[src/rtl/hazard_pkg.sv]
// Shared types for the hazard controller: FSM states and
// operand-forwarding select codes.
package hazard_pkg;

  typedef enum logic [1:0] {
    RUN    = 2'd0,
    D_WAIT = 2'd1,
    I_WAIT = 2'd2
  } hz_state_t;

  localparam logic [1:0] FWD_RF  = 2'b00;
  localparam logic [1:0] FWD_WB  = 2'b01;
  localparam logic [1:0] FWD_MEM = 2'b10;

endpackage

[src/rtl/hazard_ctrl_forward_unit.sv]
// Operand forwarding select for one Execute source operand.
// The Memory stage is the younger producer, so it wins over Writeback.
module forward_unit
  import hazard_pkg::*;
#(
  parameter int REG_W = 5
) (
  input  logic [REG_W-1:0] rsE,
  input  logic             regWriteM,
  input  logic [REG_W-1:0] rdM,
  input  logic             regWriteW,
  input  logic [REG_W-1:0] rdW,
  output logic [1:0]       fwd
);

  logic hit_m;
  logic hit_w;

  assign hit_m = regWriteM && (rdM != '0)
              && (rdM == rsE);
  assign hit_w = regWriteW && (rdW != '0)
              && (rdW == rsE);

  always_comb begin
    fwd = FWD_RF;
    priority case (1'b1)
      hit_m:   fwd = FWD_MEM;
      hit_w:   fwd = FWD_WB;
      default: fwd = FWD_RF;
    endcase
  end

endmodule

[src/rtl/hazard_ctrl.sv]
// Pipeline hazard controller: forwarding, load-use stall,
// branch flush, I/D cache-miss wait FSM and a stall-cycle counter.
module hazard_ctrl
  import hazard_pkg::*;
#(
  parameter int REG_W = 5,
  parameter int CNT_W = 16
) (
  input  logic             clk,
  input  logic             rst,
  input  logic [REG_W-1:0] rs1D,
  input  logic [REG_W-1:0] rs2D,
  input  logic [REG_W-1:0] rs1E,
  input  logic [REG_W-1:0] rs2E,
  input  logic [REG_W-1:0] rdE,
  input  logic             loadE,
  input  logic             pcSrcE,
  input  logic             regWriteM,
  input  logic [REG_W-1:0] rdM,
  input  logic             regWriteW,
  input  logic [REG_W-1:0] rdW,
  input  logic             dmiss,
  input  logic             drdy,
  input  logic             imiss,
  input  logic             irdy,
  input  logic             cnt_clr,
  output logic             stallF,
  output logic             stallD,
  output logic             stallE,
  output logic             stallM,
  output logic             stallW,
  output logic             flushD,
  output logic             flushE,
  output logic [1:0]       fwdAE,
  output logic [1:0]       fwdBE,
  output logic [CNT_W-1:0] stall_cnt
);

  hz_state_t state;
  hz_state_t state_n;
  logic      redir_pend;
  logic      redir_n;
  logic      load_use;
  logic [1:0] fwd_a;
  logic [1:0] fwd_b;

  forward_unit #(.REG_W(REG_W)) u_fwd_a (
    .rsE       (rs1E),
    .regWriteM (regWriteM),
    .rdM       (rdM),
    .regWriteW (regWriteW),
    .rdW       (rdW),
    .fwd       (fwd_a)
  );

  forward_unit #(.REG_W(REG_W)) u_fwd_b (
    .rsE       (rs2E),
    .regWriteM (regWriteM),
    .rdM       (rdM),
    .regWriteW (regWriteW),
    .rdW       (rdW),
    .fwd       (fwd_b)
  );

  assign fwdAE = rst ? FWD_RF : fwd_a;
  assign fwdBE = rst ? FWD_RF : fwd_b;

  assign load_use = loadE && (rdE != '0)
                 && ((rdE == rs1D) || (rdE == rs2D));

  always_comb begin
    stallF  = 1'b0;
    stallD  = 1'b0;
    stallE  = 1'b0;
    stallM  = 1'b0;
    stallW  = 1'b0;
    flushD  = 1'b0;
    flushE  = 1'b0;
    state_n = state;
    redir_n = redir_pend;
    if (rst) begin
      flushD  = 1'b1;
      flushE  = 1'b1;
      state_n = RUN;
      redir_n = 1'b0;
    end else begin
      unique case (state)
        RUN: begin
          priority case (1'b1)
            dmiss: begin
              stallF  = 1'b1;
              stallD  = 1'b1;
              stallE  = 1'b1;
              stallM  = 1'b1;
              stallW  = 1'b1;
              state_n = D_WAIT;
            end
            imiss: begin
              stallF  = 1'b1;
              flushD  = 1'b1;
              flushE  = pcSrcE;
              state_n = I_WAIT;
              redir_n = pcSrcE;
            end
            pcSrcE: begin
              flushD = 1'b1;
              flushE = 1'b1;
            end
            load_use: begin
              stallF = 1'b1;
              stallD = 1'b1;
              flushE = 1'b1;
            end
            default: ;
          endcase
        end
        D_WAIT: begin
          stallF = 1'b1;
          stallD = 1'b1;
          stallE = 1'b1;
          stallM = 1'b1;
          stallW = 1'b1;
          if (drdy) begin
            state_n = imiss ? I_WAIT : RUN;
          end
        end
        I_WAIT: begin
          priority case (1'b1)
            dmiss: begin
              stallF  = 1'b1;
              stallD  = 1'b1;
              stallE  = 1'b1;
              stallM  = 1'b1;
              stallW  = 1'b1;
              state_n = D_WAIT;
            end
            irdy: begin
              // A redirect seen during the wait kills the stale fetch
              flushD  = redir_pend || pcSrcE;
              flushE  = pcSrcE;
              state_n = RUN;
            end
            default: begin
              stallF = 1'b1;
              flushD = 1'b1;
              flushE = pcSrcE;
              if (pcSrcE) begin
                redir_n = 1'b1;
              end
            end
          endcase
        end
        default: state_n = RUN;
      endcase
      if (state_n == RUN) begin
        redir_n = 1'b0;
      end
    end
  end

  always_ff @(posedge clk) begin
    state      <= state_n;
    redir_pend <= redir_n;
  end

  always_ff @(posedge clk) begin
    if (rst || cnt_clr) begin
      stall_cnt <= '0;
    end else if (stallF && (stall_cnt != '1)) begin
      stall_cnt <= stall_cnt + CNT_W'(1);
    end
  end

endmodule

[config.mk]
export PLATFORM = sky130hd
export DESIGN_NAME = hazard_ctrl
export DESIGN_NICKNAME = d
export VERILOG_FILES = /design/src/rtl/hazard_pkg.sv /design/src/rtl/hazard_ctrl_forward_unit.sv /design/src/rtl/hazard_ctrl.sv
export SDC_FILE = /design/constraint.sdc
export NUM_CORES = 1
export LEC_CHECK = 0
export ABC_AREA = 1
export CAP_MARGIN = 40
export CORE_MARGIN = 1.5
export CORE_UTILIZATION = 35
export DETAILED_ROUTE_END_ITERATION = 8
export PLACE_DENSITY = 0.66
export SYNTH_ARGS = -nofsm -noshare
export SYNTH_HDL_FRONTEND = slang
export SYNTH_HIERARCHICAL = 1
export SYNTH_SLANG_ARGS = --single-unit
[constraint.sdc]
create_clock -name clk -period 5.1 [get_ports clk]
set_input_delay 1.02 -clock clk [delete_from_list [all_inputs] [get_ports clk]]
set_output_delay 1.02 -clock clk [all_outputs]
set_load 0.02 [all_outputs]
==> impl.org, run 1 <==
** STA
- Setup TNS :: 0 ps
- Setup violations remaining at the end of the flow were counted as 0.
- Final-report hold violation count :: 0
- Setup repair after global routing left no endpoint under its margin.
- Final slew viol count :: 0
- Static timing analysis puts the maximum clock frequency at 252.0 MHz.
- Dividing the final minimum period by the clock period gives 77.80%.
- Worst slew pin tran :: 400.3 ps
- Clock skew :: 3.729 ps
- Headroom to the max-slew limit came out at 73.28%.
- For the finished layout, the period the worst path requires is 3968 ps.

** Place
- Routability-driven placement finished with a final weighted congestion of 0.8576.
- The HPWL after detailed placement is 4124 um.
- Number of buffer cells added on primary ports :: 72
- Instance count after placement with tap cells included :: 482

** Global routing
- Initial antenna violation count :: 0
- Largest net degree at the start of global routing :: 18
- Global-route wire length before repair :: 8907 um
- Grt ovf :: 0
- All-Layer GR Usage :: 17.61%
- Vias in the first global route :: 2010

** Routing
- Routed via count :: 2282
- First-pass DRT Iterations :: 5
- Starting DRC count in detailed routing :: 142
- Once detail routing completed, the nets flagged for antenna violations numbered 0.
- After detailed routing, the average wire length per cell comes to 10.47 um.
- Via density per instance :: 4.695
- Final Routed Wirelength :: 5090 um
- Drc violations :: 0

** Floorplan
- From left edge to right edge, the die measures 77.58 um.
- The core region is 0.005238 mm^2.
- Number of placement rows :: 26
- Measured along the y axis, the die boundary spans 77.58 um.
- For this configuration, the core starts out at a cell density of 37.17%.
- The die covers 0.006019 mm^2.
- I/O Pins :: 73

** Worst setup path
- Worst-path maximum fanout :: 4
- Data on the critical path arrives at its endpoint at 2950 ps.
- The critical path is of the input pin to output port type.
- The worst setup path is captured at an output port.
- STA classifies the critical path startpoint as an input pin.
- Worst path required time :: 4080 ps

** Logic synthesis
- Mean instance size in the synthesized netlist :: 5.594 um^2
- The commonest cells after synthesis are sky130_fd_sc_hd__nand2_1 (102), sky130_fd_sc_hd__inv_1 (51), sky130_fd_sc_hd__nor2_1 (42), sky130_fd_sc_hd__nand3_1 (20).
- In this run, synthesis inferred 0 flip-flops with an integrated enable.
- Leading register cell type out of synthesis :: sky130_fd_sc_hd__dfxtp_1
- Seq/Total Area, Yosys :: 19.54%
- Async set-or-reset flop fraction in the synthesized netlist :: 0%
- Summing every instance area after synthesis gives 0.001947 mm^2.
- For this run, the number of Yosys warnings is 6.
- The biggest area contributor in the post-synthesis netlist is sky130_fd_sc_hd__nand2_1.
- Sorting the synthesized cells by area gives the leading types as sky130_fd_sc_hd__nand2_1 (20%), sky130_fd_sc_hd__dfxtp_1 (20%), sky130_fd_sc_hd__inv_1 (9.8%).
- Of the post-synthesis cell area, the dominant cell type holds 19.67%.
- Register bit count reported by yosys :: 19
- Cell count after synthesis :: 348
- Number of unique standard cell types used by synthesis :: 33
- sky130_fd_sc_hd__nand2_1 is the most common cell in the netlist.
- The number of nets handed over by synthesis was 395.

** Final layout
- Number of diodes :: 0
- Layout cells sized above 1 :: 7.212%
- In the final design database the tool counted 464 nets.
- Compared with the post-synthesis result, the final layout area differs by 41.32%.
- Once layout is complete, the cells apart from fillers number 486.
- Number of fillers in the final layout :: 546
- At the end of the flow the core is filled with cells to 52.53%.

** Flow run
- The tool flagged a number of max-cap violations equal to 0.

** Clocking
- Counting every sink on the clock net gives 19.
- Clock-pin slew was measured on the worst setup and hold paths at 70 ps.
- The clock reaches the later pin of the worst-skew pair after 260 ps.
- TritonCTS clock tree :: built
- CTS Hold Bufs :: 0
- Post-cts gate resize count :: 0
- Post-CTS setup buffer count :: 0
- Clock tree root driver cell :: sky130_fd_sc_hd__clkbuf_8
- Number of buffers created by CTS :: 3
- The clock passes through at most 2 buffers.
- CTS built an H-tree with a depth of 1.

** Run status
- The flow ran to the end, and the final reports show no timing, DRC or antenna violations.

** Power and ir drop
- Pwr per Cell Area :: 142.9 mW/mm^2
- Summed over all cells, the static leakage comes to 1.181 nW.
- Peak supply drop :: 0.00009136 V

** Min path
- The worst hold path belongs to the class flip-flop to flip-flop.
==> layout make-up <==
class	count	area, um^2	area share, %
flip-flops and latches	19	380.4	13.82
repair buffers	74	735.7	26.74
well taps	70	87.58	3.183
multi-input cells	256	1266	46.02
clock buffers	4	45.04	1.637
inverters	63	236.5	8.595
==> state kept, by name (all words and copies together) (netlist names) <==
| signal | flops |
|---|---|
| redir_pend | 1 |
| stall_cnt | 16 |
| state | 2 |
==> report_power, final <==
part / internal [W] / switching (W)
clock: 0.0000557 / 0.0000512
combinational: 0.0000637 / 0.0000691
sequential: 0.000151 / 0.00000266
==> kinds of logic after synthesis <==
group	Yosys count	share of synthesized area [%]
adder cells (fa/ha/maj)	1	0.6426
AO/OA/AOI/OAI	34	9.512
buffers and inverters	73	15.42
AND/OR/NAND/NOR	205	47.69
flip-flops	19	19.54
XOR/XNOR	16	7.198
==> routing by layer <==
metal / global-route usage, % / vias to the layer above / routed length [um]
met4: 2.545 / 0 / 30
met1: 24.93 / 984 / 2557
met3: 2.706 / 4 / 231
met5: 0 / - / 0
met2: 28.52 / 67 / 2271
li1: - / 1227 / -
==> worst max-delay path, cell delays in order <==
cell                              delay [ps]
sky130_fd_sc_hd__clkdlybuf4s50_1         530
sky130_fd_sc_hd__inv_1                    50
sky130_fd_sc_hd__nand2_1                  60
sky130_fd_sc_hd__nand2_1                  50
sky130_fd_sc_hd__nor2_1                  100
sky130_fd_sc_hd__nand3_1                  70
sky130_fd_sc_hd__nand2_1                 100
sky130_fd_sc_hd__nand3_1                  80
sky130_fd_sc_hd__nand2_1                  70
sky130_fd_sc_hd__nand2_1                  70
sky130_fd_sc_hd__a21oi_1                 130
sky130_fd_sc_hd__clkdlybuf4s50_1         610
==> layout by cell type, fill, tap and decap left out, drive strengths merged <==
cell type	count
a211o	1
a211oi	1
a21boi	2
a21oi	19
buf	2
clkbuf	4
clkdlybuf4s50	72
clkinv	1
dfxtp	19
ha	1
inv	62
nand2	106
nand3	22
nand3b	1
nand4	18
nor2	47
nor3	5
nor4	4
o211ai	1
o21ai	9
o22ai	1
or2	2
xnor2	6
xor2	10
==> stage by stage <==
stage / hold WS, ps / power (W) / worst slack [ps] / cell area [um^2]
finish: 488.6 / 0.0003933 / 1132 / 2751
global placement: 466.4 / 0.0002890 / 1156 / 2706
global route: 526.0 / 0.0004213 / 936.5 / 2751
floorplan: 522.5 / 0.0002268 / 1759 / 1947
CTS: 490.9 / 0.0003980 / 1128 / 2751
detailed placement: 481.4 / 0.0002900 / 1131 / 2706
==> path summary, 6_finish.rpt <==
| path | start | end | slack [ps] | depth (start not counted) |
|---|---|---|---|---|
| setup / recovery | rdE[4] | stallF | 1130 | 12 |
| hold / removal | stall_cnt[15] | stall_cnt[15] | 490 | 2 |
| setup reg to reg | stall_cnt[0] | stall_cnt[0] | 2960 | 10 |
| hold reg to reg | stall_cnt[15] | stall_cnt[15] | 490 | 2 |
Note: power is estimated with default switching activity, not from simulation.
==> run 2, diff against run 1 <==
clock period = 3.8 ns   (was 5.1 ns; I/O delays follow)
==> run 2 against run 1 <==
Global-route usage decreased by 0.29 points. Clock-buffer cell count decreased by 1. Die area unchanged. Critical path depth unchanged. Core utilization decreased by 0.12 points. Critical path type unchanged.
==> impl.org, run 2 (same netlist as run 1, synthesis figures left out) <==
** STA
- The worst path uses 91.38% of the clock period.
- The count of final max-slew check failures was 0 (unchanged).
- Worst slew pin tran :: 425.0 ps (was 400.3 ps)
- Clock skew :: 4.644 ps (was 3.729 ps)
- Worst slew margin :: 71.64% (was 73.28%)
- Minimum period implied by the final worst setup slack :: 3472 ps
- The final count of negative-setup-slack endpoints came to 0 (unchanged).
- Final-report hold violation count :: 0 (unchanged)
- Maximum operating frequency :: 288.0 MHz
- Setup TNS :: 0 ps (unchanged)
- Setup repair after global routing missed its margin: no (unchanged).
- The worst-case hold slack is 483.5 ps (was 488.6 ps).
- Final critical-path setup slack :: 327.7 ps (was 1132 ps)

** Power and ir drop
- Static power due to leakage :: 1.179 nW (was 1.181 nW)
- Peak supply drop :: 0.0001029 V (was 0.00009136 V)
- The total power divided by cell area was 192.6 mW/mm^2 (was 142.9 mW/mm^2).

** Global routing
- Vias in the first global route :: 2012 (was 2010)
- The met3 track utilization from global routing came to 2.824% (was 2.706%).
- The total grt overflow was 0 (unchanged).
- The layer with the highest usage is met2 (unchanged).
- The first-pass GRT wire length came to 8880 um (was 8907 um).
- M2 GR Usage :: 28.70% (was 28.52%)
- The total routing usage reported by global routing is 17.31% (was 17.61%).
- The pin count of the biggest net entering global routing was 18 (unchanged).
- Initial antenna violation count :: 0 (unchanged)
- Met1 track demand over resource :: 24.04% (was 24.93%)

** Final layout
- Final Net Count :: 463 (was 464)
- The area growth from synthesis to layout came to 41.00% (was 41.32%).
- Commonest non-fill, non-tap cells in the layout :: sky130_fd_sc_hd__nand2_1 (102), sky130_fd_sc_hd__clkdlybuf4s50_1 (72), sky130_fd_sc_hd__inv_1 (51), sky130_fd_sc_hd__nor2_1 (42), sky130_fd_sc_hd__nand3_1 (20) (unchanged)
- Register ranked first by flip-flop count :: stall_cnt (unchanged)
- Most common cell after layout, fill and taps aside :: sky130_fd_sc_hd__nand2_1 (unchanged)
- Registers with the most flip-flops: stall_cnt (16), state (2), redir_pend (1) (unchanged).
- Number of flip-flops under the largest register name :: 16 (unchanged)
- The layout cell share with drive strength beyond 1 came to 7.229% (was 7.212%).
- The diode insertion count for antenna repair is 0 (unchanged).

** Clocking
- CTS Hold Bufs :: 0 (unchanged)
- Clock latency reported for the late side of the worst-skew pair :: 260 ps (about the same)
- The number of buffers inserted during clock tree synthesis came to 3 (unchanged).
- Post-cts gate resize count :: 0 (unchanged)
- TritonCTS clock tree :: built (unchanged)
- Clock slew at the register clock pins of the worst setup and hold paths :: 80 ps (was 70 ps)
- Number of H-tree branching levels :: 1 (unchanged)
- The buffer cell driving the clock tree root is sky130_fd_sc_hd__clkbuf_8 (unchanged).
- Post-CTS setup buffer count :: 0 (unchanged)
- The total number of clock tree sinks was 19 (unchanged).
- Clock buffer depth :: 2 (unchanged)

** Min path
- Worst Hold Endpoint :: stall_cnt[15] (unchanged)
- Origin of the worst min-delay path :: stall_cnt[15] (unchanged)
- The count of cells along the worst hold path was 2 (unchanged).
- The class of the most critical hold timing path is flip-flop to flip-flop (unchanged).

** Worst setup path
- The category of the worst setup path capture point is an output port (unchanged).
- The category of the worst setup path launch point is an input pin (unchanged).
- The cell family with the largest share of critical-path delay is buffers and inverters (unchanged).
- The cell with the biggest individual delay on the critical path is sky130_fd_sc_hd__clkdlybuf4s50_1 (unchanged).
- Worst-path maximum fanout :: 4 (unchanged)
- The depth of the most critical reg-to-reg path came to 10 (unchanged).
- The cell with the most instances on the worst path was sky130_fd_sc_hd__nand2_1 (unchanged).
- The beginning of the worst register-to-register path was stall_cnt[0] (unchanged).
- Worst path required time :: 3040 ps (was 4080 ps)
- Slowest stage delay, CP :: 620 ps (was 610 ps)
- Type of the worst setup path :: input pin to output port (unchanged)
- CP Buf/Inv Count :: 3 (unchanged)
- Worst reg2reg endpoint :: stall_cnt[0] (unchanged)
- Series of cell instances along the critical path :: clkdlybuf4s50_1, inv_1, nand2_1, nand2_1, nor2_1, nand3_1, nand2_1, nand3_1, nand2_1, nand2_1, a21oi_1, clkdlybuf4s50_1 (unchanged)
- The slack of the worst reg-to-reg path came to 1640 ps (was 2960 ps).
- The worst path arrival time was 2710 ps (was 2950 ps).

** Routing
- Via density per instance :: 4.771 (was 4.695)
- The count of TritonRoute iterations in the first routing pass is 4 (was 5).
- Starting DRC count in detailed routing :: 130 (was 142)
- The routed length per placed instance was 10.69 um (was 10.47 um).
- Final Routed Wirelength :: 5184 um (was 5090 um)
- The total DRC errors in the routed layout was 0 (unchanged).
- Remaining antenna violation count after routing :: 0 (unchanged)
- The via count of the routed design was 2314 (was 2282).

** Place
- GP Congestion :: 0.8595 (was 0.8576)
- Post-DP HPWL :: 4118 um (was 4124 um)
- Number of buffer cells added on primary ports :: 72 (unchanged)
- Post-place setup slack :: 329.2 ps (was 1131 ps)

** Run status
- Outcome: finished, final reports clean (unchanged).

** Floorplan
- Starting utilization of the core area :: 37.17% (unchanged)
- Total core area :: 0.005238 mm^2 (unchanged)
- Die boundary width :: 77.58 um (unchanged)
- Die Ht :: 77.58 um (unchanged)
- The number of placed I/O pins came to 73 (unchanged).
- The area of the die was 0.006019 mm^2 (unchanged).
- Number of placement rows :: 26 (unchanged)

** Flow run
- The number of max-cap violations was 0 (unchanged).
[run 2: how the worst max path moves through the flow]
stage | startpoint | to | slack [ps] | depth (start not counted)
final | rdE[4] | stallF | 330 | 12
after global routing | rdE[4] | stallF | 160 | 12
after CTS | rdE[4] | stallF | 330 | 12
after detailed placement | rdE[4] | stallF | 330 | 12
after global placement | rdE[4] | stallF | 380 | 12
after floorplan | rst | stallM | 980 | 5
[run 2: cell type report]
cell class                      count  area (um^2)
Inverter                           63        236.5
Fill cell                         531         2492
Clock buffer                        3        41.29
Tap cell                           70        87.58
Multi-Input combinational cell    256         1266
Timing Repair Buffer               73        728.2
Sequential cell                    19        380.4
Clock inverter                      1        5.005
[run 2: power breakdown]
part	switching, W	internal (W)
combinational	0.0000931	0.0000848
sequential	0.00000366	0.000202
clock	0.0000716	0.0000730
[run 2: worst min-delay path, delay by kind of cell, from the launching register on]
kind / cells / cell delay, ps
AOI/OAI and AO/OA: 1 / 50
and+or+nand+nor: 1 / 60
DFF: 1 / 330
[run 2: stage by stage]
step                util, %  cells  instance area [um^2]  total power [W]
detailed placement    51.53    481                  2699        0.0003880
CTS                   52.41    485                  2745        0.0005341
global route          52.41    485                  2745        0.0005630
finish                52.41    485                  2745        0.0005286
floorplan                 -    348                  1947        0.0003044
global placement      51.53    481                  2699        0.0003871
[run 2: metal layers]
metal  vias to the layer above  wire length, um  share of wire [%]
met2                        64             2292                 44
li1                       1229                -                  -
met1                      1017             2601                 50
met4                         0               25               0.48
met5                         -                0                  0
met3                         4              265                5.1
==> run 3, diff against run 2 <==
RECOVER_POWER = 50   (was not set)
==> run 3 against run 2 <==
Via count fell by 0.78%. Critical endpoint unchanged. Register-to-register slack got worse by 310 ps. Clock power about the same. Worst setup slack got worse by 56 ps. Global-route usage did not move.
==> impl.org, run 3 (same netlist as run 1, synthesis figures left out) <==
** Run status
- Outcome :: finished, final reports clean (unchanged)

** Worst setup path
- Worst path required time :: 3040 ps (about the same)
- The worst setup path endpoint was stallF (unchanged).
- The slack of the worst reg-to-reg path is 1330 ps (was 1640 ps).
- The category of the worst setup path capture point was an output port (unchanged).
- CP Buf/Inv Count :: 3 (unchanged)
- Library cell contributing the largest single delay on the critical path :: sky130_fd_sc_hd__clkdlybuf4s50_1 (unchanged)
- The cell family with the largest share of critical-path delay is buffers and inverters (unchanged).
- The critical path class was input pin to output port (unchanged).
- The peak fanout along the critical path was 4 (unchanged).
- Worst reg2reg endpoint :: stall_cnt[0] (unchanged)
- Worst Reg-to-Reg Cells :: 10 (unchanged)
- Stages on the worst setup path :: 12 (unchanged)
- The category of the worst setup path launch point was an input pin (unchanged).
- CP Launch Point :: rdE[4] (unchanged)
- Signal arrival time at the worst endpoint :: 2770 ps (was 2710 ps)
- Series of cell instances along the critical path: dlygate4sd3_1, inv_1, nand2_1, nand2_1, nor2_1, nand3_1, nand2_1, nand3_1, nand2_1, nand2_1, a21oi_1, clkdlybuf4s50_1 (was clkdlybuf4s50_1, inv_1, nand2_1, nand2_1, nor2_1, nand3_1, nand2_1, nand3_1, nand2_1, nand2_1, a21oi_1, clkdlybuf4s50_1).
- Worst reg2reg path startpoint :: stall_cnt[0] (unchanged)
- Slowest stage delay, CP :: 620 ps (about the same)
- Crit-path most repeated cell :: sky130_fd_sc_hd__nand2_1 (unchanged)

** STA
- The final number of hold-violating endpoints came to 0 (unchanged).
- Worst slew pin tran :: 668.7 ps (was 425.0 ps)
- The final count of negative-setup-slack endpoints is 0 (unchanged).
- Clock skew :: 3.344 ps (was 4.644 ps)
- The final period utilization was 92.85% (was 91.38%).
- Maximum operating frequency :: 283.4 MHz (was 288.0 MHz)
- Setup TNS :: 0 ps (unchanged)
- Minimum period implied by the final worst setup slack :: 3528 ps (was 3472 ps)
- Setup repair after global routing missed its margin :: no (unchanged)
- The remaining max-slew budget at the tightest pin is 55.29% (was 71.64%).
- Final slew viol count :: 0 (unchanged)

** Routing
- The post-detailed-route count of antenna-violating nets was 0 (unchanged).
- The via count of the routed design came to 2296 (was 2314).
- Starting DRC count in detailed routing :: 116 (was 130)
- Via density per instance :: 4.734 (was 4.771)
- Final Routed Wirelength :: 5150 um (was 5184 um)
- Mean routed wirelength per cell :: 10.62 um (was 10.69 um)
- Drc violations :: 0 (unchanged)
- First-pass DRT Iterations :: 4 (unchanged)

** Global routing
- The total grt overflow was 0 (unchanged).
- Vias in the first global route :: 2012 (unchanged)
- The total routing usage reported by global routing is 17.31% (unchanged).
- The first-pass GRT wire length came to 8880 um (unchanged).
- Initial antenna violation count :: 0 (unchanged)
- The pin count of the biggest net entering global routing is 18 (unchanged).

** Clocking
- The total of hold buffers inserted after clock tree synthesis was 0 (unchanged).
- The number of levels the H-tree was split into came to 1 (unchanged).
- Post-cts gate resize count :: 0 (unchanged)
- The number of setup buffers added after CTS came to 0 (unchanged).
- The clock transition at the register clock pins on the worst setup and hold paths after CTS is 70 ps (was 80 ps).
- The clock tree buffer depth was 2 (unchanged).
- The clock latency at the later pin of the worst-skew pair is 260 ps (about the same).
- Clock Sinks :: 19 (unchanged)
- TritonCTS clock tree :: built (unchanged)
- Clock tree root driver cell :: sky130_fd_sc_hd__clkbuf_8 (unchanged)
- The number of buffers inserted during clock tree synthesis came to 3 (unchanged).

** Final layout
- Number of diodes :: 0 (unchanged)
- Registers with the most flip-flops :: stall_cnt (16), state (2), redir_pend (1) (unchanged)
- Final Net Count :: 463 (unchanged)
- The flip-flop count of the largest register after layout came to 16 (unchanged).
- The register name with the most flops is stall_cnt (unchanged).
- Most common cell after layout, fill and taps aside :: sky130_fd_sc_hd__nand2_1 (unchanged)
- The area growth from synthesis to layout came to 40.23% (was 41.00%).
- Commonest non-fill, non-tap cells in the layout :: sky130_fd_sc_hd__nand2_1 (103), sky130_fd_sc_hd__clkdlybuf4s50_1 (53), sky130_fd_sc_hd__inv_1 (51), sky130_fd_sc_hd__nor2_1 (42), sky130_fd_sc_hd__nand3_1 (21) (was sky130_fd_sc_hd__nand2_1 (102), sky130_fd_sc_hd__clkdlybuf4s50_1 (72), sky130_fd_sc_hd__inv_1 (51), sky130_fd_sc_hd__nor2_1 (42), sky130_fd_sc_hd__nand3_1 (20))
- The layout cell share with drive strength beyond 1 is 6.747% (was 7.229%).
- The count of fill cells added during filler insertion was 532 (was 531).
- Post-route core utilization :: 52.13% (was 52.41%)

** Place
- Number of buffer cells added on primary ports :: 72 (unchanged)
- Post-DP HPWL :: 4118 um (unchanged)
- GP Congestion :: 0.8595 (unchanged)

** Power and ir drop
- Pwr per Cell Area :: 192.3 mW/mm^2 (was 192.6 mW/mm^2)
- Peak supply drop :: 0.0001017 V (was 0.0001029 V)
- Static power due to leakage :: 1.231 nW (was 1.179 nW)
- Pwr Total :: 0.0005251 W (was 0.0005286 W)

** Floorplan
- Die Ht :: 77.58 um (unchanged)
- I/O Pins :: 73 (unchanged)
- Number of placement rows :: 26 (unchanged)
- The chip width was 77.58 um (unchanged).
- Starting utilization of the core area :: 37.17% (unchanged)
- Total core area :: 0.005238 mm^2 (unchanged)
- The area of the die was 0.006019 mm^2 (unchanged).

** Min path
- Worst min-delay path category :: flip-flop to flip-flop (unchanged)

** Flow run
- The number of max-cap violations is 0 (unchanged).
[run 3: worst min-delay path by stage]
stage                        from  depth (start not counted)            end
finish              stall_cnt[15]                          2  stall_cnt[15]
global route        stall_cnt[15]                          2  stall_cnt[15]
CTS                 stall_cnt[15]                          2  stall_cnt[15]
detailed placement  stall_cnt[15]                          2  stall_cnt[15]
global placement    stall_cnt[15]                          2  stall_cnt[15]
floorplan              redir_pend                          4     redir_pend
[run 3: metal layers]
layer	track usage, %	part of all wire, %
met1	24.04	49
met2	28.70	45
met3	2.824	5.4
met4	2.182	0.41
met5	0	0
[run 3: metrics by stage]
stage / instance area, um^2 / hold WS (ps) / setup slack, ps / instances
finish: 2730 / 479.8 / 271.7 / 485
floorplan: 1947 / 522.5 / 978.6 / 348
detailed placement: 2699 / 474.0 / 329.2 / 481
global placement: 2699 / 467.7 / 382.0 / 481
CTS: 2745 / 486.3 / 327.5 / 485
global route: 2730 / 508.3 / 102.1 / 485
[run 3: power by group]
| group | switching, W | internal (W) |
|---|---|---|
| registers | 0.00000360 | 0.000202 |
| clock network | 0.0000709 | 0.0000730 |
| logic | 0.0000921 | 0.0000831 |
| total | 0.000167 | 0.000359 |
[run 3: cell type report]
type                    count  area, um^2  share of cell area [%]
clock buffers               3       41.29                   1.512
clock inverters             1       5.005                  0.1833
inverters                  63       236.5                   8.662
multi-input cells         256        1251                   45.83
flip-flops and latches     19       380.4                   13.93
well taps                  70       87.58                   3.208
repair buffers             73       728.2                   26.67
[run 3: tightest hold or removal path, cell delays in order (launching register included)]
cell                      delay (ps)
sky130_fd_sc_hd__dfxtp_1         320
sky130_fd_sc_hd__nand2_1          60
sky130_fd_sc_hd__a21oi_1          50
